<file path="src/rtl/decrementor.sv">
// Saturating countdown register with expiry tracking.
// Loaded with a start value, reduced by STEP per dec, never wraps below zero.
module decrementor #(
    parameter int WIDTH = 32,
    parameter int STEP  = 3
) (
    input  logic             clk,
    input  logic             clr,
    input  logic             load,
    input  logic [WIDTH-1:0] load_value,
    input  logic             dec,
    output logic [WIDTH-1:0] value,
    output logic             done,
    output logic             expired,
    output logic             underflow
);

    typedef enum logic [1:0] {
        IDLE    = 2'b00,
        ARMED   = 2'b01,
        EXPIRED = 2'b10
    } state_t;

    // Step is truncated to the count width.
    localparam logic [WIDTH-1:0] STEP_W = WIDTH'(STEP);

    state_t state;

    // Countdown FSM; clr beats load, load beats dec, outputs registered.
    always_ff @(posedge clk) begin
        if (clr) begin
            state     <= IDLE;
            value     <= '0;
            done      <= 1'b0;
            expired   <= 1'b0;
            underflow <= 1'b0;
        end else if (load) begin
            value     <= load_value;
            underflow <= 1'b0;
            expired   <= 1'b0;
            if (load_value != '0) begin
                state <= ARMED;
                done  <= 1'b0;
            end else begin
                state <= EXPIRED;
                done  <= 1'b1;
            end
        end else if (dec) begin
            expired <= 1'b0;
            unique case (state)
                IDLE: begin
                    value <= '0;
                end
                ARMED: begin
                    // Compare first so the subtraction can never wrap.
                    if (value > STEP_W) begin
                        value <= value - STEP_W;
                    end else begin
                        value   <= '0;
                        state   <= EXPIRED;
                        done    <= 1'b1;
                        expired <= 1'b1;
                        if (value < STEP_W) begin
                            underflow <= 1'b1;
                        end
                    end
                end
                EXPIRED: begin
                    value     <= '0;
                    underflow <= 1'b1;
                end
                default: begin
                    state <= IDLE;
                    value <= '0;
                    done  <= 1'b0;
                end
            endcase
        end else begin
            expired <= 1'b0;
        end
    end

endmodule

</file>
<file path="config.mk">
export PLATFORM = sky130hd
export DESIGN_NAME = decrementor
export DESIGN_NICKNAME = d
export VERILOG_FILES = /design/src/rtl/decrementor.sv
export SDC_FILE = /design/constraint.sdc
export NUM_CORES = 1
export LEC_CHECK = 0
export CAP_MARGIN = 15
export CORE_MARGIN = 8
export CORE_UTILIZATION = 31
export CTS_CLUSTER_SIZE = 10
export DETAILED_ROUTE_END_ITERATION = 16
export GPL_TIMING_DRIVEN = 0
export PLACE_DENSITY = 0.58
export SYNTH_ARGS = -nofsm -noshare
export SYNTH_HDL_FRONTEND = slang
export SYNTH_SLANG_ARGS = --single-unit
</file>
<file path="constraint.sdc">
create_clock -name clk -period 4 [get_ports clk]
set_input_delay 1 -clock clk [delete_from_list [all_inputs] [get_ports clk]]
set_output_delay 1 -clock clk [all_outputs]
set_load 0.02 [all_outputs]
</file>
==> run metrics <==
clk sinks=36; Cell variety after synth=52; first-pass GRT wire length=13300 µm; Worst Path Max Fanout=10; Initial Utilization=31.7%; Tmin final=2.88 ns; FP Rows=31; Pins Over Slew Limit=0; Worst VDD drop=0.131 mV; DR vias/cell=5.61; number of flops mapped to enable cells by yosys=0; hold depth=2; Mapped Area=2290 µm²; final WL=8540 µm; initial antenna violation count=0; hold_ws=0.520 ns; Yosys reg bits=36; Synth area leaders=dfxtp_1, nor4_1, a21oi_1; Arrival @ worst endpoint=3.06 ns; vias post-DR=2587; run status=finished, final reports clean; Worst-Skew Late Latency=0.30 ns; Max-slew headroom=52.5%; min-delay src=state[0]; final core utilization=44.7%; post-synth top area cell=dfxtp_1; post-CTS setup buffer count=0; ant diodes=0; Final Skew=0.0117 ns; # hold bufs at CTS=0; Clock Pin Slew Worst Setup and Hold Paths=0.08 ns; total die area=10400 µm²; critical path class=input pin to register; critical path endpoint category=register; cts repair resizes=0; leak pwr=0.000990 µW; I/O Buffers=70; setup ws final=1.12 ns; synthesized area per cell=8.06 µm²; DRT Pass-1 Iters=4; Critical R2R Capture=value[24]; routability cong.=0.842; total gr overflow=0; clk root buf=clkbuf_8; Nets=398; RR Startpoint=value[2]; CTS Buf Count=5; Area Overhead vs Synth=40.7%; Reg2Reg Depth=6; crit start category=input pin; GR Util All Layers=16.4%; cell area power density=337 nW/µm²; syn_nets=321; Boundary Pins=71; Max Clock Freq=0.347 GHz; worst slew pin tran=0.706 ns; # DRC=0; die width=102 µm; pre-CTS WS=0.793 ns; Seq/Total Area, Yosys=31.5%; drt wl/cell=18.5 µm; Ys Warns=0; DRT antenna net count=0; CTS tree=done; HPWL Detailed=6430 µm; CTS max path bufs=2; WHS Endpoint=state[0]; top-area cell type share of the netlist area=31.5%; share of cells above drive strength 1=6.63%; TNS Setup=0 ns; CP required=4.18 ns; area of the core=7210 µm²; ys flop type=dfxtp_1; HP Class=register to register; Final Cycle Share=72.0%; final hold violation count=0; R2R Setup Slk=1.58 ns; H-tree depth=2; source of the critical timing path=dec; DR iter-0 viols=207; largest net degree at the start of global routing=12; RSZ-0062 raised after global routing=no; vias in the first global route=2546; Syn Inst Count=284; Setup violations, final=0; Die Ht=102 µm; asr flop ratio synth=0%; Max-Cap Viols=0
-- cell usage after synthesis, types with 7 or more instances --
master,count
a21oi_1,27
clkbuf_1,13
dfxtp_1,36
nand2_1,23
nand3_1,8
nand4_1,7
nor2_1,14
nor3_1,15
nor3b_1,14
nor4_1,22
o211ai_1,8
o21ai_0,7
o21ai_1,10
xnor2_1,15
-- worst max path at each step --
| stage | endpoint | slack, ns | depth (start not counted) |
|---|---|---|---|
| final | value[21] | 1.12 | 5 |
| after global routing | value[20] | 0.89 | 7 |
| after CTS | value[5] | 1.09 | 7 |
| after detailed placement | value[5] | 0.79 | 7 |
| after global placement | value[22] | 0.85 | 7 |
| after floorplan | value[17] | 1.82 | 6 |
-- sequential cells by signal, summed over array words and instances (netlist names) --
register and flops:
value 32, state 2, expired 1, underflow 1
-- worst max-delay path: stages --
cell and delay (ns):
clkdlybuf4s50_1 0.60, clkbuf_1 0.48, clkbuf_1 0.56, a31oi_1 0.17, a211o_1 0.26
-- metal layers --
layer / track usage [%] / share of wire [%]
met5: 0 / 0
met2: 27.0 / 47
met3: 4.02 / 7.9
met4: 4.85 / 1.1
met1: 20.6 / 44
-- cell type report --
cell class | instances | area, µm²
fillers | 770 | 3990
multi-input cells | 228 | 1480
flip-flops and latches | 36 | 721
repair buffers | 70 | 701
well taps | 99 | 124
plain buffers | 17 | 76.3
clock buffers | 6 | 72.6
clock inverters | 2 | 35.0
inverters | 3 | 11.3
-- placed cells by master (no fill, tap or decap), drive strengths merged, types with 5 or more instances in the layout --
| cell type | n |
|---|---|
| nor3b | 14 |
| clkdlybuf4s50 | 70 |
| xnor2 | 15 |
| dfxtp | 36 |
| nor4 | 27 |
| clkbuf | 19 |
| a21oi | 27 |
| or3 | 6 |
| nor3 | 15 |
| o211ai | 8 |
| xor2 | 5 |
| nor2 | 15 |
| a31oi | 5 |
| nand3 | 8 |
| o21ai | 17 |
| nand2 | 23 |
| nand4 | 7 |
-- where the power goes --
part,internal [µW],switching [µW]
combinational,153,184
clock,185,145
sequential,382,38.2
-- through the flow --
| step | cells | total power (µW) | area [µm²] |
|---|---|---|---|
| floorplan | 284 | 620 | 2290 |
| global placement | 453 | 761 | 3110 |
| detailed placement | 453 | 762 | 3110 |
| CTS | 461 | 1090 | 3220 |
| global route | 461 | 1130 | 3220 |
| finish | 461 | 1090 | 3220 |
-- kinds of logic after synthesis --
| kind of cell | count (synthesis) | share of synthesized area, % |
|---|---|---|
| simple gates | 129 | 34.2 |
| fa+ha+maj | 1 | 0.546 |
| flops | 36 | 31.5 |
| buf+inv | 20 | 3.82 |
| compound gates | 78 | 22.3 |
| xor+xnor | 20 | 7.65 |
(Power assumes the default switching activity.)
